[src/rtl/thresholding_cfg_sequencer_pkg.sv]
// Shared types and width helpers for the thresholding config sequencer.
// Field widths collapse to zero when a dimension is 1; counters keep at least one bit.
package thresholding_ctrl_pkg;
  typedef enum logic [1:0] {IDLE, LOAD, VERIFY} state_e;

  function automatic int fw(input int n);
    return $clog2(n);
  endfunction

  function automatic int cw(input int n);
    return (n > 1) ? $clog2(n) : 1;
  endfunction

  function automatic int cfg_addr_width(input int n, input int pe, input int cf);
    int w;
    w = fw(n) + fw(pe) + fw(cf);
    return (w < 1) ? 1 : w;
  endfunction
endpackage

[src/rtl/thresholding_cfg_sequencer_if.sv]
// Threshold stream, host readback and thresholding cfg port bundled together.
// master = sequencer side, slave = environment (source, host, thresholding core).
interface thresholding_cfg_sequencer_if #(
  parameter int K = 8,
  parameter int A = 1
);
  logic         s_tvalid, s_tready;
  logic [K-1:0] s_tdata;
  logic         rd_req, rd_rdy, rd_vld;
  logic [A-1:0] rd_addr;
  logic [K-1:0] rd_dat;
  logic         cfg_en, cfg_we, cfg_rack;
  logic [A-1:0] cfg_a;
  logic [K-1:0] cfg_d, cfg_q;

  modport master (
    input  s_tvalid, s_tdata, rd_req, rd_addr, cfg_rack, cfg_q,
    output s_tready, rd_rdy, rd_vld, rd_dat, cfg_en, cfg_we, cfg_a, cfg_d
  );
  modport slave (
    output s_tvalid, s_tdata, rd_req, rd_addr, cfg_rack, cfg_q,
    input  s_tready, rd_rdy, rd_vld, rd_dat, cfg_en, cfg_we, cfg_a, cfg_d
  );
endinterface

[src/rtl/thresholding_cfg_sequencer_addr_gen.sv]
// Nested t/pe/cf counter producing the packed {cf,pe,t} cfg address.
// Shared by the load walk and the verify read-back walk.
module thresholding_cfg_addr_gen
  import thresholding_ctrl_pkg::*;
#(
  parameter int N = 1, PE = 1, CF = 1, A = 1
)(
  input  logic         clk,
  input  logic         rst,
  input  logic         inc,
  input  logic         clr,
  output logic [A-1:0] addr,
  output logic         last
);
  localparam int TW = fw(N), PW = fw(PE);
  localparam int TS = cw(N), PS = cw(PE), FS = cw(CF);

  logic [TS-1:0] t;
  logic [PS-1:0] pe;
  logic [FS-1:0] cf;
  logic t_end, pe_end, cf_end;

  assign t_end  = (t  == TS'(N - 1));
  assign pe_end = (pe == PS'(PE - 1));
  assign cf_end = (cf == FS'(CF - 1));
  assign last   = t_end && pe_end && cf_end;
  // shifting rather than concatenating keeps zero-width fields out of the address
  assign addr   = A'((32'(cf) << (PW + TW)) | (32'(pe) << TW) | 32'(t));

  always_ff @(posedge clk) begin
    if (rst || clr) begin
      t  <= '0;
      pe <= '0;
      cf <= '0;
    end else if (inc) begin
      if (!t_end) t <= t + 1'b1;
      else begin
        t <= '0;
        if (!pe_end) pe <= pe + 1'b1;
        else begin
          pe <= '0;
          cf <= cf_end ? '0 : cf + 1'b1;
        end
      end
    end
  end
endmodule

[src/rtl/thresholding_cfg_sequencer.sv]
// Owns the thresholding cfg port: streams in all C*N thresholds, serves host readback,
// gates the data path until a full set is resident. THRESHOLDING_CFG_VERIFY_EN adds a checksum read-back pass.
module thresholding_cfg_sequencer
  import thresholding_ctrl_pkg::*;
#(
  parameter int N = 1, K = 8, C = 1, PE = 1, OUTS = 4
)(
  input  logic clk,
  input  logic rst,
  input  logic start,
  output logic busy,
  output logic done,
  output logic verr,
  output logic stream_en,
  thresholding_cfg_sequencer_if.master cfg_bus
);
  localparam int CF = C / PE;
  localparam int A  = cfg_addr_width(N, PE, CF);

  state_e       state;
  logic         loaded;
  logic [3:0]   outst;
  logic         gen_inc, gen_last, word_acc, rd_issue, rack_ok, start_ok;
  logic [A-1:0] gen_addr;

  assign word_acc  = (state == LOAD) && cfg_bus.s_tvalid;
  assign rd_issue  = cfg_bus.rd_req && cfg_bus.rd_rdy;
  assign rack_ok   = cfg_bus.cfg_rack && (outst != 4'd0) && (state != VERIFY);
  assign start_ok  = start && (state == IDLE) && (outst == 4'd0);
  assign busy      = (state != IDLE);
  assign stream_en = loaded && (state == IDLE);
  assign cfg_bus.s_tready = (state == LOAD);
  // start wins the cycle so a read can never slip in alongside a reload
  assign cfg_bus.rd_rdy   = !rst && (state == IDLE) && !start && (outst < 4'(OUTS));

`ifdef THRESHOLDING_CFG_VERIFY_EN
  localparam int TOT = C * N;
  localparam int RW  = $clog2(TOT + 1);
  logic [K-1:0]  sum, vsum;
  logic          vissued, verr_q;
  logic [RW-1:0] rcnt;
  assign verr    = verr_q;
  assign gen_inc = word_acc || ((state == VERIFY) && !vissued);
`else
  assign verr    = 1'b0;
  assign gen_inc = word_acc;
`endif

  thresholding_cfg_addr_gen #(.N(N), .PE(PE), .CF(CF), .A(A)) u_addr_gen (
    .clk(clk), .rst(rst), .inc(gen_inc), .clr(start_ok), .addr(gen_addr), .last(gen_last)
  );

  always_ff @(posedge clk) begin
    if (rst) begin
      state          <= IDLE;
      loaded         <= 1'b0;
      outst          <= 4'd0;
      done           <= 1'b0;
      cfg_bus.cfg_en <= 1'b0;
      cfg_bus.cfg_we <= 1'b0;
      cfg_bus.cfg_a  <= '0;
      cfg_bus.cfg_d  <= {K{1'b0}};
      cfg_bus.rd_vld <= 1'b0;
      cfg_bus.rd_dat <= {K{1'b0}};
`ifdef THRESHOLDING_CFG_VERIFY_EN
      sum     <= '0;
      vsum    <= '0;
      vissued <= 1'b0;
      verr_q  <= 1'b0;
      rcnt    <= '0;
`endif
    end else begin
      done           <= 1'b0;
      cfg_bus.cfg_en <= 1'b0;
      cfg_bus.cfg_we <= 1'b0;
      cfg_bus.rd_vld <= rack_ok;
      if (rack_ok) cfg_bus.rd_dat <= cfg_bus.cfg_q;
      outst <= outst + 4'(rd_issue) - 4'(rack_ok);
      case (state)
        IDLE: begin
          if (rd_issue) begin
            cfg_bus.cfg_en <= 1'b1;
            cfg_bus.cfg_a  <= cfg_bus.rd_addr;
          end
          if (start_ok) begin
            state  <= LOAD;
            loaded <= 1'b0;
`ifdef THRESHOLDING_CFG_VERIFY_EN
            sum    <= '0;
            verr_q <= 1'b0;
`endif
          end
        end
        LOAD: if (word_acc) begin
          cfg_bus.cfg_en <= 1'b1;
          cfg_bus.cfg_we <= 1'b1;
          cfg_bus.cfg_a  <= gen_addr;
          cfg_bus.cfg_d  <= cfg_bus.s_tdata;
`ifdef THRESHOLDING_CFG_VERIFY_EN
          sum <= sum + cfg_bus.s_tdata;
          if (gen_last) begin
            loaded  <= 1'b1;
            state   <= VERIFY;
            vissued <= 1'b0;
            vsum    <= '0;
            rcnt    <= '0;
          end
`else
          if (gen_last) begin
            loaded <= 1'b1;
            state  <= IDLE;
            done   <= 1'b1;
          end
`endif
        end
`ifdef THRESHOLDING_CFG_VERIFY_EN
        VERIFY: begin
          if (!vissued) begin
            cfg_bus.cfg_en <= 1'b1;
            cfg_bus.cfg_a  <= gen_addr;
            if (gen_last) vissued <= 1'b1;
          end
          if (cfg_bus.cfg_rack) begin
            vsum <= vsum + cfg_bus.cfg_q;
            rcnt <= rcnt + 1'b1;
            if (rcnt == RW'(TOT - 1)) begin
              state <= IDLE;
              done  <= 1'b1;
              if (K'(vsum + cfg_bus.cfg_q) != sum) verr_q <= 1'b1;
            end
          end
        end
`endif
        default: state <= IDLE;
      endcase
    end
  end
endmodule

[src/flat_wrapper.sv]
// flat-port wrapper written by rule: the top's interface ports become plain ports
module thresholding_cfg_sequencer_flat import thresholding_ctrl_pkg::*;
#(
  parameter int N = 1, K = 8, C = 1, PE = 1, OUTS = 4
)
  (clk, rst, start, busy, done, verr, stream_en, cfg_bus_s_tvalid, cfg_bus_s_tdata, cfg_bus_rd_req, cfg_bus_rd_addr, cfg_bus_cfg_rack, cfg_bus_cfg_q, cfg_bus_s_tready, cfg_bus_rd_rdy, cfg_bus_rd_vld, cfg_bus_rd_dat, cfg_bus_cfg_en, cfg_bus_cfg_we, cfg_bus_cfg_a, cfg_bus_cfg_d);
  thresholding_cfg_sequencer_if #(.K(K), .A(($clog2(N) + $clog2(PE) + $clog2(C / PE)))) cfg_bus_i ();
  input  logic clk;
  input  logic rst;
  input  logic start;
  output logic busy;
  output logic done;
  output logic verr;
  output logic stream_en;
  input wire logic [$bits(cfg_bus_i.s_tvalid)-1:0] cfg_bus_s_tvalid;
  input wire logic [$bits(cfg_bus_i.s_tdata)-1:0] cfg_bus_s_tdata;
  input wire logic [$bits(cfg_bus_i.rd_req)-1:0] cfg_bus_rd_req;
  input wire logic [$bits(cfg_bus_i.rd_addr)-1:0] cfg_bus_rd_addr;
  input wire logic [$bits(cfg_bus_i.cfg_rack)-1:0] cfg_bus_cfg_rack;
  input wire logic [$bits(cfg_bus_i.cfg_q)-1:0] cfg_bus_cfg_q;
  output wire logic [$bits(cfg_bus_i.s_tready)-1:0] cfg_bus_s_tready;
  output wire logic [$bits(cfg_bus_i.rd_rdy)-1:0] cfg_bus_rd_rdy;
  output wire logic [$bits(cfg_bus_i.rd_vld)-1:0] cfg_bus_rd_vld;
  output wire logic [$bits(cfg_bus_i.rd_dat)-1:0] cfg_bus_rd_dat;
  output wire logic [$bits(cfg_bus_i.cfg_en)-1:0] cfg_bus_cfg_en;
  output wire logic [$bits(cfg_bus_i.cfg_we)-1:0] cfg_bus_cfg_we;
  output wire logic [$bits(cfg_bus_i.cfg_a)-1:0] cfg_bus_cfg_a;
  output wire logic [$bits(cfg_bus_i.cfg_d)-1:0] cfg_bus_cfg_d;
  assign cfg_bus_i.s_tvalid = cfg_bus_s_tvalid;
  assign cfg_bus_i.s_tdata = cfg_bus_s_tdata;
  assign cfg_bus_i.rd_req = cfg_bus_rd_req;
  assign cfg_bus_i.rd_addr = cfg_bus_rd_addr;
  assign cfg_bus_i.cfg_rack = cfg_bus_cfg_rack;
  assign cfg_bus_i.cfg_q = cfg_bus_cfg_q;
  assign cfg_bus_s_tready = cfg_bus_i.s_tready;
  assign cfg_bus_rd_rdy = cfg_bus_i.rd_rdy;
  assign cfg_bus_rd_vld = cfg_bus_i.rd_vld;
  assign cfg_bus_rd_dat = cfg_bus_i.rd_dat;
  assign cfg_bus_cfg_en = cfg_bus_i.cfg_en;
  assign cfg_bus_cfg_we = cfg_bus_i.cfg_we;
  assign cfg_bus_cfg_a = cfg_bus_i.cfg_a;
  assign cfg_bus_cfg_d = cfg_bus_i.cfg_d;
  thresholding_cfg_sequencer #(.N(N), .K(K), .C(C), .PE(PE), .OUTS(OUTS)) u_core (.clk(clk), .rst(rst), .start(start), .busy(busy), .done(done), .verr(verr), .stream_en(stream_en), .cfg_bus(cfg_bus_i));
endmodule
[config.mk]
export PLATFORM = sky130hd
export DESIGN_NAME = thresholding_cfg_sequencer_flat
export DESIGN_NICKNAME = d
export VERILOG_FILES = /design/src/rtl/thresholding_cfg_sequencer_pkg.sv /design/src/rtl/thresholding_cfg_sequencer_if.sv /design/src/rtl/thresholding_cfg_sequencer_addr_gen.sv /design/src/rtl/thresholding_cfg_sequencer.sv /design/src/flat_wrapper.sv
export SDC_FILE = /design/constraint.sdc
export NUM_CORES = 1
export LEC_CHECK = 0
export CORE_ASPECT_RATIO = 0.5
export CORE_MARGIN = 1.5
export CORE_UTILIZATION = 30
export DETAILED_ROUTE_END_ITERATION = 10
export GPL_ROUTABILITY_DRIVEN = 0
export PLACE_DENSITY = 0.71
export RECOVER_POWER = 50
export SLEW_MARGIN = 25
export SYNTH_ARGS = -nofsm -noshare
export SYNTH_HDL_FRONTEND = slang
export SYNTH_SLANG_ARGS = --single-unit
[constraint.sdc]
create_clock -name clk -period 2.2 [get_ports clk]
set_input_delay 0.33 -clock clk [delete_from_list [all_inputs] [get_ports clk]]
set_output_delay 0.33 -clock clk [all_outputs]
set_load 0.02 [all_outputs]
==> impl_metrics.yaml <==
finish:
  area_delta_synth_final_pct: 46.3
  drive_gt1_share_pct: 6.08
  layout.cells.non_filler: 235
  fin_nets: 214
  final_util_pct: 46.2
  num_antenna_cells: 0
power_and_ir_drop:
  switchingPower_w: 0.000540
  p_clk_share_pct: 16.6
  power_density_nw_per_um2: 894
  p_seq_share_pct: 39.8
  p_sw_share_pct: 33.3
  ir_drop_mv: 0.255
  p_comb_share_pct: 43.6
  power_leakage_nw: 0.693
  p_int_w: 0.00108
die:
  num_rows: 16
  core-area_um2: 3920
  die_area_um2: 4550
  io_pins: 51
  die_w_um: 93.9
  die_y_um: 48.4
  start_util_pct: 31.6
critical_path:
  setup.worst_path.start_class: "input port"
  reg2reg_from: "u_core.outst[2]"
  path_cells: "clkdlybuf4s50_1 > nor4b_4 > clkdlybuf4s50_1"
  cp_max_fo: 3
  path_common_cell: "clkdlybuf4s50_1"
  crit_type: "input port to primary output"
  critPathArrivalTime_ps: 1770
  slowest_delay_ps: 660
  critPathTopFamily: "buffers and inverters"
  critPathBufInv: 2
  crit_path_start: "rst"
  slowest_stage: "clkdlybuf4s50_1"
  required_ps: 1870
  cp-end-kind: "primary output"
clocking:
  cts_buffer_depth: 2
  post_cts_buffers: 0
  holdBufCountCts: 0
  clkLatencyLatePin_ps: 270
  root_buffer: "clkbuf_8"
  numCtsBuffers: 3
  cts_resized: 0
  cts_num_sinks: 28
  clk_pin_slew_worst_paths_ps: 80
  htree_levels: 1
  cts_tree: "yes"
sta:
  worst_slew_pin_slew_ps: 618
  rsz0062_at_grt: "no"
  slew_headroom_pct: 58.8
  finalCritPeriodShare_pct: 95.4
  drv_slew: 0
  timing.fmax_mhz: 476
  setup_violations: 0
  fin_crit_ps: 2100
  hold_violations: 0
  skew_ps: 3.87
  hold_ws_ps: 458
worst_hold_path:
  hold_class: "flop to flop"
  hp-start: "u_core.cfg_bus.cfg_d[0]"
synthesis:
  ys_warn_count: 0
  synth_area_um2: 1240
  syn_avg_cell_area_um2: 9.31
  async_flop_share_pct: 0
  synth_nets: 164
  synth-edff-count: 0
  synth_area_leaders: "dfxtp_1 45%, nand2b_1 8.6%, mux2i_1 6.5%, ha_1 6.1%, nand2_1 5.5%"
  synth_flop_cell: "dfxtp_1"
  synth_top_area_cell: "dfxtp_1"
  ys_seq_area_share_pct: 45.3
  syn_inst: 133
  synth_top_area_share_pct: 45.3
  yosysUniqueCellTypes: 27
  ys_ff_latch: 28
routing:
  detail_route.wl_per_cell_um: 11.4
  drt-pass1-iter-count: 4
  drt_iter0_drc: 25
  vias_per_cell: 4.22
  drc: 0
  vias: 992
  antenna_left: 0
  wl_um: 2690
place:
  hpwl_um: 2020
  place_inst: 232
  io_buffers: 49
grt:
  grt_overflow: 0
  track_usage_pct: 12.8
  grt_antenna_before_repair: 0
  grt_max_degree: 38
  grt_pass1_vias: 949
  grt_pass1_wl_um: 4450
status:
  status: "complete, no violations"
run:
  cap_violations: 0
## layout by cell type (no fill, tap or decap), types with 2 or more instances in the layout
cell type | netlist | layout
a21oi_1 | 12 | 12
buf_4 | 2 | 4
clkbuf_8 | 0 | 3
clkdlybuf4s50_1 | 0 | 46
dfxtp_1 | 28 | 28
dlygate4sd3_1 | 0 | 3
ha_1 | 6 | 6
inv_1 | 7 | 7
mux2i_1 | 8 | 8
nand2_1 | 18 | 18
nand2b_1 | 17 | 17
nand3_1 | 3 | 3
nand3b_1 | 2 | 2
nor2_1 | 6 | 6
nor2b_1 | 4 | 4
o21ai_0 | 1 | 3
## stage by stage
step                      TNS [ps]  power (W)  cell area (um^2)  setup WS (ps)
after floorplan                  0    0.00110              1240            169
after global placement           0    0.00135              1780           47.3
after detailed placement     -97.5    0.00137              1780          -66.5
after CTS                        0    0.00165              1820           85.9
after global routing             0    0.00173              1810           40.8
final                            0    0.00162              1810            100
## per-layer routing
| metal | wire (um) | track usage [%] | up-vias |
|---|---|---|---|
| li1 | - | - | 519 |
| met1 | 1240 | 15.9 | 454 |
| met2 | 1350 | 21.5 | 17 |
| met3 | 79 | 3.77 | 2 |
| met4 | 28 | 3.73 | 0 |
| met5 | 0 | 0 | - |
## path summary, 6_finish.rpt
check | end | slack (ps) | cells past startpoint
min reg2reg | u_core.cfg_bus.cfg_d[0] | 460 | 2
max reg2reg | u_core.outst[1] | 150 | 8
max | cfg_bus_rd_rdy | 100 | 3
min | u_core.cfg_bus.cfg_d[0] | 460 | 2
## logic make-up (layout without fill, tap and decap cells)
family                   after synthesis  in the layout  share of synthesized area [%]
adder cells (fa/ha/maj)                7              7                           7.68
AO/OA/AOI/OAI                         17             17                           7.88
other                                  1              1                          0.303
buffers and inverters                 16             64                           6.46
XOR/XNOR                               1              1                          0.707
flip-flops                            28             28                           45.3
AND/OR/NAND/NOR                       54             54                           24.3
multiplexers                           9              9                           7.37
## registers in the layout (all words and copies together), names as in the netlist
register	flops
u_core.cfg_bus.cfg_d	8
u_core.cfg_bus.rd_dat	8
u_core.state	1
u_core.cfg_bus.cfg_a[-1]	1
u_core.cfg_bus.cfg_we	1
u_core.cfg_bus.cfg_en	1
u_core.outst	4
u_core.done	1
u_core.cfg_bus.cfg_a	1
u_core.loaded	1
u_core.cfg_bus.rd_vld	1
## power groups by stage
stage	registers, W	logic (W)	clock network (W)
finish	0.000645	0.000707	0.000269
global route	0.000655	0.000775	0.000300
CTS	0.000645	0.000724	0.000282
detailed placement	0.000655	0.000719	0
global placement	0.000654	0.000694	0
floorplan	0.000733	0.000363	0
## worst reg2reg max path: stages, from the launching register on
cell and delay (ps):
dfxtp_1 310, inv_1 70, ha_1 230, a31oi_1 240
ha_1 280, inv_1 60, ha_1 190, fa_1 420
nor2b_1 130
## synthesized netlist by cell type (3+ instances only)
master / instances
a21oi_1: 12
dfxtp_1: 28
inv_1: 7
nor2_1: 6
nor2b_1: 4
mux2i_1: 8
ha_1: 6
buf_2: 4
nand3_1: 3
nand2_1: 18
nand2b_1: 17
## layout make-up
cell class	count	area [um^2]
fillers	396	2110
multi-input cells	89	591
flip-flops and latches	28	561
repair buffers	54	526
well taps	54	67.6
clock buffers	3	41.3
inverters	7	26.3
Note: power is estimated with default switching activity, not from simulation.
